File: src/rtl/wb_port_arbiter_if.sv
// Writeback request bundle: one valid/ready handshake plus dest register and data per requester.
// Requester k occupies rd_addr bits [5k+4:5k] and data bits [X_LEN*k+X_LEN-1:X_LEN*k].
interface wb_port_arbiter_if #(
  parameter int X_LEN = 32,
  parameter int N_REQ = 2
);
  logic [N_REQ-1:0]       req_valid;
  logic [N_REQ-1:0]       req_ready;
  logic [5*N_REQ-1:0]     req_rd_addr;
  logic [X_LEN*N_REQ-1:0] req_data;

  modport master (
    output req_valid,
    output req_rd_addr,
    output req_data,
    input  req_ready
  );

  modport slave (
    input  req_valid,
    input  req_rd_addr,
    input  req_data,
    output req_ready
  );
endinterface

File: src/rtl/wb_port_arbiter.sv
// Round-robin arbiter sharing the register file's single write port among N_REQ writeback requesters.
// The grant is combinational; the write port and the committed-write counter are registered.
module wb_port_arbiter #(
  parameter int X_LEN = 32,
  parameter int N_REQ = 2,
  parameter int CNT_W = 16
) (
  input  logic                     clk_i,
  input  logic                     rst_i,
  wb_port_arbiter_if.slave         req,
  output logic                     REG_WRITE_o,
  output logic [4:0]               rd_addr_o,
  output logic [X_LEN-1:0]         wb_data_o,
  output logic [$clog2(N_REQ)-1:0] grant_id_o,
  output logic [CNT_W-1:0]         wr_count_o
);
  localparam int ID_W   = $clog2(N_REQ);
  localparam int ADDR_W = 5;

  logic [ID_W-1:0]   rr_ptr_q;
  logic [ID_W-1:0]   rr_ptr_d;
  logic              reg_write_q;
  logic [4:0]        rd_addr_q;
  logic [X_LEN-1:0]  wb_data_q;
  logic [ID_W-1:0]   grant_id_q;
  logic [CNT_W-1:0]  cnt_q;

  logic [ID_W:0]     cand_sum_s;
  logic [ID_W-1:0]   cand_idx_s;
  logic              found_s;
  logic              accept_s;
  logic [ID_W-1:0]   gnt_idx_s;
  logic [N_REQ-1:0]  ready_s;
  logic [4:0]        gnt_addr_s;
  logic [X_LEN-1:0]  gnt_data_s;
  logic              commit_s;

  // Pick the first valid requester at or after rr_ptr, wrapping at N_REQ-1; no grant during reset.
  always_comb begin
    cand_sum_s = '0;
    cand_idx_s = '0;
    found_s    = 1'b0;
    gnt_idx_s  = '0;
    for (int i = 0; i < N_REQ; i++) begin
      cand_sum_s = {1'b0, rr_ptr_q} + (ID_W+1)'(i);
      if (cand_sum_s >= (ID_W+1)'(N_REQ)) begin
        cand_idx_s = ID_W'(cand_sum_s - (ID_W+1)'(N_REQ));
      end else begin
        cand_idx_s = cand_sum_s[ID_W-1:0];
      end
      if (!found_s && req.req_valid[cand_idx_s]) begin
        found_s   = 1'b1;
        gnt_idx_s = cand_idx_s;
      end else begin
        found_s   = found_s;
      end
    end
    accept_s = found_s & ~rst_i;
    ready_s  = '0;
    if (accept_s) begin
      ready_s[gnt_idx_s] = 1'b1;
    end else begin
      ready_s = '0;
    end
  end

  // Steer the granted requester's payload and compute the pointer past it.
  always_comb begin
    gnt_addr_s = req.req_rd_addr[int'(gnt_idx_s)*ADDR_W +: ADDR_W];
    gnt_data_s = req.req_data[int'(gnt_idx_s)*X_LEN +: X_LEN];
    commit_s   = accept_s && (gnt_addr_s != 5'd0);
    if (!accept_s) begin
      rr_ptr_d = rr_ptr_q;
    end else if (gnt_idx_s == ID_W'(N_REQ-1)) begin
      rr_ptr_d = '0;
    end else begin
      rr_ptr_d = gnt_idx_s + ID_W'(1);
    end
  end

  assign req.req_ready = ready_s;

  // Write-port register stage; x0 writes are consumed without raising the write enable.
  always_ff @(posedge clk_i) begin
    if (rst_i) begin
      rr_ptr_q    <= '0;
      reg_write_q <= 1'b0;
      rd_addr_q   <= 5'd0;
      wb_data_q   <= '0;
      grant_id_q  <= '0;
      cnt_q       <= '0;
    end else begin
      rr_ptr_q    <= rr_ptr_d;
      reg_write_q <= commit_s;
      if (accept_s) begin
        rd_addr_q  <= gnt_addr_s;
        wb_data_q  <= gnt_data_s;
        grant_id_q <= gnt_idx_s;
      end else begin
        rd_addr_q  <= rd_addr_q;
        wb_data_q  <= wb_data_q;
        grant_id_q <= grant_id_q;
      end
      if (commit_s && (cnt_q != {CNT_W{1'b1}})) begin
        cnt_q <= cnt_q + CNT_W'(1);
      end else begin
        cnt_q <= cnt_q;
      end
    end
  end

  assign REG_WRITE_o = reg_write_q;
  assign rd_addr_o   = rd_addr_q;
  assign wb_data_o   = wb_data_q;
  assign grant_id_o  = grant_id_q;
  assign wr_count_o  = cnt_q;
endmodule

File: src/flat_wrapper.sv
// flat-port wrapper written by rule: the top's interface ports become plain ports
module wb_port_arbiter_flat 
#(
  parameter int X_LEN = 32,
  parameter int N_REQ = 2,
  parameter int CNT_W = 16
)
  (clk_i, rst_i, REG_WRITE_o, rd_addr_o, wb_data_o, grant_id_o, wr_count_o, req_req_valid, req_req_rd_addr, req_req_data, req_req_ready);
  wb_port_arbiter_if #(.X_LEN(X_LEN), .N_REQ(N_REQ)) req_i ();
  input  logic clk_i;
  input  logic rst_i;
  output logic REG_WRITE_o;
  output logic [4:0] rd_addr_o;
  output logic [X_LEN-1:0] wb_data_o;
  output logic [$clog2(N_REQ)-1:0] grant_id_o;
  output logic [CNT_W-1:0] wr_count_o;
  input wire logic [$bits(req_i.req_valid)-1:0] req_req_valid;
  input wire logic [$bits(req_i.req_rd_addr)-1:0] req_req_rd_addr;
  input wire logic [$bits(req_i.req_data)-1:0] req_req_data;
  output wire logic [$bits(req_i.req_ready)-1:0] req_req_ready;
  assign req_i.req_valid = req_req_valid;
  assign req_i.req_rd_addr = req_req_rd_addr;
  assign req_i.req_data = req_req_data;
  assign req_req_ready = req_i.req_ready;
  wb_port_arbiter #(.X_LEN(X_LEN), .N_REQ(N_REQ), .CNT_W(CNT_W)) u_core (.clk_i(clk_i), .rst_i(rst_i), .req(req_i), .REG_WRITE_o(REG_WRITE_o), .rd_addr_o(rd_addr_o), .wb_data_o(wb_data_o), .grant_id_o(grant_id_o), .wr_count_o(wr_count_o));
endmodule
File: config.mk
export PLATFORM = sky130hd
export DESIGN_NAME = wb_port_arbiter_flat
export DESIGN_NICKNAME = d
export VERILOG_FILES = /design/src/rtl/wb_port_arbiter_if.sv /design/src/rtl/wb_port_arbiter.sv /design/src/flat_wrapper.sv
export SDC_FILE = /design/constraint.sdc
export NUM_CORES = 1
export LEC_CHECK = 0
export ABC_AREA = 1
export BUFFER_PORTS_ARGS = -buffer_cell sky130_fd_sc_hd__buf_2
export CORE_MARGIN = 2
export CORE_UTILIZATION = 40
export CTS_CLUSTER_SIZE = 8
export DETAILED_ROUTE_END_ITERATION = 8
export PLACE_DENSITY = 0.83
export SYNTH_ARGS = -nofsm -noshare
export SYNTH_HDL_FRONTEND = slang
export SYNTH_SLANG_ARGS = --single-unit
export TNS_END_PERCENT = 1
File: constraint.sdc
create_clock -name clk_i -period 2.1 [get_ports clk_i]
set_input_delay 0.105 -clock clk_i [delete_from_list [all_inputs] [get_ports clk_i]]
set_output_delay 0.105 -clock clk_i [all_outputs]
set_load 0.05 [all_outputs]
Word level (Yosys, flattened, before mapping):

Index checks and enable logic that the tools add are counted.

* register bits after elaboration: 56
* output and inout port bits: 57

* $add $sub $neg: 5
* multiply operators: 1
* order comparisons: 6
* equality and inequality tests: 1
* shift operators: 2
* muxes and demuxes: 14
* bitwise operators: 2
* reduce and logical (&&, ||, !) cells: 6

Operators by type and width (number)
* $shiftx 64x7->32: 1
* $shiftx 10x32->5: 1
* $add 16x1->16 const B: 1
* $ne 16x16->1 const B: 1
* $mux 1: 12
* $lt 1x2->1 const B: 3
* $reduce_bool 5->1: 1
* $logic_and 1x1->1: 4
* $mul 1x3->4 const B: 1
* $add 1x1->2 const B: 1
* $ge 1x2->1 const B: 1
* $ge 2x2->1 const B: 1
* $mux 2: 1
* $sub 1x1->1 const B: 2
* $add 1x1->1 const B: 1
* $and 1x1->1: 1
* $demux 1 s1: 1
* $ge 1x1->1 const B: 1
* $logic_not 1->1: 1
* $not 1->1: 1

Logic depth before layout (Yosys ltp):

* depth in word-level cells: 13
* depth in mapped cells: 11
* gate-level depth less buffers: 11

Least setup slack after synthesis:

No wires, ideal clock.

* path type: flip-flop to flip-flop
* start point: register u_core.cnt_q[7], in the netlist u_core.wr_count_o[7]
* end point: register u_core.cnt_q[10], in the netlist u_core.wr_count_o[10]
* setup time: 0.140 ns
* data arrival time: 1.761 ns
* data required time: 1.960 ns
* setup slack: 0.198 ns
* cell stages (with the launch flop): 9
* buffers on the path: 1
* clock period less this slack: 1.902 ns
* path through: dfxtp_1 > nand2_1 > nor2_2 > inv_2 > nor2_4 > nand4_4 > clkbuf_1 > nand4_1 > a21oi_2

* cells in the longest elaborated chain, start to end: 2
* elaborated cells between the ends (all ways): 3

RTL lines
* start, declared: RTL line wb_port_arbiter.sv:26 `logic [CNT_W-1:0] cnt_q;`
* start signal, assigned: RTL line wb_port_arbiter.sv:105 `cnt_q <= cnt_q + CNT_W'(1);`
* start signal, assigned: RTL line wb_port_arbiter.sv:107 `cnt_q <= cnt_q;`
* branches (longest 2 deep; another with $add 16x1->16)

Several ways; the timed one is not identified.
A chain may end at the register's enable or synchronous reset.

Worst setup path after layout:

* start point: register u_core.rr_ptr_q
* end point: register u_core.cnt_q[1], in the netlist u_core.wr_count_o[1]

* cells in the longest elaborated chain, start to end: 13
* elaborated cells between the ends (all ways): 23

RTL lines
* start, declared: RTL line wb_port_arbiter.sv:20 `logic [ID_W-1:0] rr_ptr_q;`
* start signal, assigned: RTL line wb_port_arbiter.sv:93 `rr_ptr_q <= rr_ptr_d;`
* $ge 1x2->1 / $sub 1x1->1 (equally long branches): RTL line wb_port_arbiter.sv:46, wb_port_arbiter.sv:47
* $mux 1: RTL line wb_port_arbiter.sv:46 `if (cand_sum_s >= (ID_W+1)'(N_REQ)) begin`
* $mux 1 (not written as such) (2 in series): RTL line wb_port_arbiter.sv:51 `if (!found_s && req.req_valid[cand_idx_s]) begin`
* $mux 1: RTL line wb_port_arbiter.sv:51
* $logic_not 1->1: RTL line wb_port_arbiter.sv:51
* $logic_and 1x1->1: RTL line wb_port_arbiter.sv:51
* $mux 1: RTL line wb_port_arbiter.sv:51
* $mul 1x3->4: RTL line wb_port_arbiter.sv:69 `gnt_addr_s = req.req_rd_addr[int'(gnt_idx_s)*ADDR_W +: ADDR_W];`
* $shiftx 10x32->5: RTL line wb_port_arbiter.sv:69
* $reduce_bool 5->1: RTL line wb_port_arbiter.sv:71 `commit_s = accept_s && (gnt_addr_s != 5'd0);`
* $logic_and 1x1->1 (*): RTL line wb_port_arbiter.sv:71
* $logic_and 1x1->1 (*): RTL line wb_port_arbiter.sv:104 `if (commit_s && (cnt_q != {CNT_W{1'b1}})) begin`

Every way passes the cells marked *; elsewhere a longest branch is shown, timed or not. The select of a mux whose other input is x is not followed.

==> flow_results.xml <==
<?xml version="1.0" encoding="UTF-8"?>
<metrics>
  <group name="die">
    <metric name="coreArea" unit="sq um">6720</metric>
    <metric name="die-width" unit="um">86.8</metric>
    <metric name="die-height" unit="um">86.8</metric>
    <metric name="top_level_ports" unit="">135</metric>
    <metric name="die_ar" unit="sq um">7540</metric>
    <metric name="initial_utilization" unit="">0.408</metric>
    <metric name="rows" unit="">30</metric>
  </group>
  <group name="synthesis">
    <metric name="synth_seq_cells" unit="">56</metric>
    <metric name="synth.yosys.seq_area_share" unit="">0.409</metric>
    <metric name="synth-edff-count" unit="">0</metric>
    <metric name="synth.avg_cell_area" unit="sq um">6.81</metric>
    <metric name="synth_nets" unit="">482</metric>
    <metric name="synth.cell_area" unit="sq um">2740</metric>
    <metric name="synthesis.instances" unit="">403</metric>
    <metric name="number_of_unique_standard_cell_types_used_by_synthesis" unit="">26</metric>
    <metric name="synth_ff_type" unit="">sky130_fd_sc_hd__dfxtp_1</metric>
    <metric name="async_s_r_ff_share_synth" unit="">0</metric>
    <metric name="yosysWarnings" unit="">0</metric>
  </group>
  <group name="layout">
    <metric name="layout-drive-gt1-share" unit="">0.323</metric>
    <metric name="layout.cells.most_common" unit="">sky130_fd_sc_hd__nand2_1</metric>
    <metric name="postLayoutCoreUtil" unit="">0.536</metric>
    <metric name="layout_common_cells" unit="">sky130_fd_sc_hd__nand2_1, sky130_fd_sc_hd__buf_2, sky130_fd_sc_hd__dfxtp_1, sky130_fd_sc_hd__nand3_1</metric>
    <metric name="numnets_final" unit="">613</metric>
    <metric name="antenna-diode-count" unit="">0</metric>
    <metric name="fin_cells" unit="">615</metric>
    <metric name="area_growth" unit="%">31.3</metric>
    <metric name="num-fill-cells" unit="">655</metric>
  </group>
  <group name="worst_setup_path">
    <metric name="worst_ep_required_time" unit="ns">2.32</metric>
    <metric name="max_stage_delay" unit="ns">0.36</metric>
    <metric name="worst-setup-path-type" unit="">flip-flop to flip-flop</metric>
    <metric name="cpMostUsedCell" unit="">sky130_fd_sc_hd__nand2_1</metric>
    <metric name="timing.critical_path.arrival" unit="ns">2.06</metric>
    <metric name="reg2reg_setup_slack" unit="ns">0.25</metric>
    <metric name="worstReg2RegEnd" unit="">u_core.wr_count_o[1]</metric>
    <metric name="r2r_cells" unit="">11</metric>
    <metric name="crit_path_cell_trace" unit="">inv_2 -&gt; nand2_2 -&gt; nand2_2 -&gt; nand2_1 -&gt; nand2_1 -&gt; nor2_1 -&gt; nand3_2 -&gt; nand3_4 -&gt; nand2_1 -&gt; nand2_1 -&gt; nor2_1</metric>
    <metric name="timing.critical_path.fanout_max" unit="">18</metric>
    <metric name="slowest_stage" unit="">sky130_fd_sc_hd__dfxtp_1</metric>
    <metric name="setup.worst_path.start_class" unit="">flip-flop</metric>
    <metric name="worstReg2RegStart" unit="">u_core.rr_ptr_q</metric>
    <metric name="worst_setup_path_end_kind" unit="">flip-flop</metric>
  </group>
  <group name="detailed_routing">
    <metric name="detailroute.via_count" unit="">3140</metric>
    <metric name="drc" unit="">0</metric>
    <metric name="route.antenna.remaining_nets" unit="">0</metric>
    <metric name="drt_first_pass_iters" unit="">4</metric>
    <metric name="drt_iter0_markers" unit="">99</metric>
    <metric name="avgViaCountPerCell" unit="">5.11</metric>
    <metric name="drt-total-wl" unit="mm">8.13</metric>
    <metric name="routed_wire_length_per_instance" unit="um">13.2</metric>
  </group>
  <group name="timing">
    <metric name="finClkSkew" unit="ns">0.00565</metric>
    <metric name="slew_headroom" unit="">0.370</metric>
    <metric name="layout_min_cycle_time" unit="ns">1.85</metric>
    <metric name="worstMarginPinSlew" unit="ns">0.944</metric>
    <metric name="setup-tns-final" unit="ns">0</metric>
    <metric name="max_clock_freq" unit="GHz">0.542</metric>
    <metric name="timing.final.crit_share" unit="">0.879</metric>
    <metric name="unrepaired_setup_endpoints_after_global_routing" unit="">no</metric>
    <metric name="finalSetupViolCount" unit="">0</metric>
    <metric name="final_max_slew_viol_count" unit="">0</metric>
    <metric name="final-hold-violation-count" unit="">0</metric>
  </group>
  <group name="clocking">
    <metric name="tritoncts" unit="">yes</metric>
    <metric name="cts-root-buf" unit="">sky130_fd_sc_hd__clkbuf_8</metric>
    <metric name="cts.sink_count" unit="">56</metric>
    <metric name="cts.hold.buffers_added" unit="">0</metric>
    <metric name="cts_max_path_buffers" unit="">2</metric>
    <metric name="cts_resized" unit="">0</metric>
    <metric name="clk-insertion-delay-late" unit="ns">0.32</metric>
    <metric name="cts_made_buffers" unit="">5</metric>
    <metric name="clk_pin_slew_worst_paths" unit="ns">0.11</metric>
    <metric name="htree_num_levels" unit="">2</metric>
    <metric name="postCtsSetupRepairBufs" unit="">0</metric>
  </group>
  <group name="worst_hold_path">
    <metric name="hold_depth" unit="">3</metric>
    <metric name="worst_hold_path.endpoint" unit="">u_core.wb_data_o[30]</metric>
    <metric name="hold_path.class" unit="">primary input to flip-flop</metric>
    <metric name="holdCritStartpoint" unit="">req_req_data[30]</metric>
  </group>
  <group name="global_routing">
    <metric name="grt_antenna_before_repair" unit="">0</metric>
    <metric name="overflow_after_grt" unit="">0</metric>
    <metric name="grt_first_pass_wirelength" unit="mm">12.9</metric>
    <metric name="track_usage" unit="">0.214</metric>
    <metric name="first_global_vias" unit="">2840</metric>
    <metric name="grt_start_max_net_pins" unit="">34</metric>
  </group>
  <group name="placement">
    <metric name="detailed_place_hpwl" unit="mm">6.11</metric>
    <metric name="port_buffers" unit="">134</metric>
    <metric name="number_of_cells_after_detailed_placement" unit="">606</metric>
    <metric name="globalplace.congestion" unit="">0.876</metric>
  </group>
  <group name="power_and_ir_drop">
    <metric name="total_leakage_power" unit="nW">1.77</metric>
    <metric name="power-per-cell-area" unit="nW/um^2">650</metric>
    <metric name="power.ir.vdd_worst" unit="V">0.000340</metric>
    <metric name="finalPower" unit="mW">2.34</metric>
  </group>
  <group name="outcome">
    <metric name="outcome" unit="">finished, final reports clean</metric>
  </group>
  <group name="run">
    <metric name="maxCapViolCount" unit="">0</metric>
  </group>
</metrics>
layer usage:
metal  global-route usage  up-vias  wire (um)
met4               0.0483        0         60
met3               0.0505        7        724
met2                0.376      129       4090
met5                    0        -          0
li1                     -     1574          -
met1                0.264     1430       3250
flip-flops by register name (all words and copies together) (netlist names):
name                count
u_core.REG_WRITE_o      1
u_core.rd_addr_o        5
u_core.rr_ptr_q         1
u_core.wb_data_o       32
u_core.wr_count_o      16
u_core.grant_id_o       1
worst max-delay path: cells and delay by family (launching register included):
| kind | cells | cell delay, ns |
|---|---|---|
| simple gates | 10 | 1.35 |
| flops | 1 | 0.36 |
| buf+inv | 1 | 0.04 |
worst max-delay path by stage:
| stage | from | endpoint | cells past startpoint |
|---|---|---|---|
| floorplan | u_core.wr_count_o[7] | u_core.wr_count_o[10] | 8 |
| global placement | u_core.rr_ptr_q | u_core.wr_count_o[1] | 11 |
| detailed placement | u_core.rr_ptr_q | u_core.wr_count_o[1] | 11 |
| CTS | u_core.rr_ptr_q | req_req_ready[0] | 6 |
| global route | u_core.rr_ptr_q | u_core.wr_count_o[12] | 10 |
| finish | u_core.rr_ptr_q | u_core.wr_count_o[1] | 11 |
cell usage after synthesis (2+ instances only):
master,instances,area share
sky130_fd_sc_hd__a31oi_1,20,0.046
sky130_fd_sc_hd__xnor2_1,2,0.0064
sky130_fd_sc_hd__a22oi_1,4,0.011
sky130_fd_sc_hd__a21oi_1,7,0.013
sky130_fd_sc_hd__inv_1,22,0.030
sky130_fd_sc_hd__nand3_1,31,0.057
sky130_fd_sc_hd__nand2_2,2,0.0046
sky130_fd_sc_hd__dfxtp_1,56,0.41
sky130_fd_sc_hd__a21oi_2,8,0.026
sky130_fd_sc_hd__nand2_1,167,0.23
sky130_fd_sc_hd__buf_2,4,0.0073
sky130_fd_sc_hd__o21ai_0,2,0.0036
sky130_fd_sc_hd__inv_2,3,0.0041
sky130_fd_sc_hd__xor2_1,5,0.016
sky130_fd_sc_hd__nor2_1,23,0.031
sky130_fd_sc_hd__nand4_1,20,0.046
sky130_fd_sc_hd__clkbuf_1,16,0.022
sky130_fd_sc_hd__nor2_2,3,0.0068
area by class of cell:
class                      count  area, sq um  share of cell area
multi-input combinational    300         1440               0.399
inverter                      26         97.6              0.0271
tap                           80          100              0.0278
sequential                    56         1120               0.311
timing repair buffer         145          756               0.210
clock inverter                 3         22.5             0.00625
clock buffer                   5         68.8              0.0191
cell families after synthesis:
family                   Yosys count  share of synthesized area
flip-flops                        56                      0.409
AO/OA/AOI/OAI                     42                      0.100
XOR/XNOR                           7                     0.0223
adder cells (fa/ha/maj)            1                    0.00456
AND/OR/NAND/NOR                  250                      0.395
buffers and inverters             47                     0.0689
report_power, final:
group          internal (mW)  switching, mW
sequential              1.12         0.0358
combinational          0.159          0.409
clock                  0.240          0.373
through the flow:
stage	setup slack (ns)	hold slack, ns	area, sq um
after floorplan	0.198	0.227	2740
after global placement	0.343	0.330	3500
after detailed placement	0.301	0.335	3500
after CTS	0.269	0.00383	3590
after global routing	0.0761	0.0139	3600
final	0.254	0.00612	3600
Note: power is estimated with default switching activity, not from simulation.
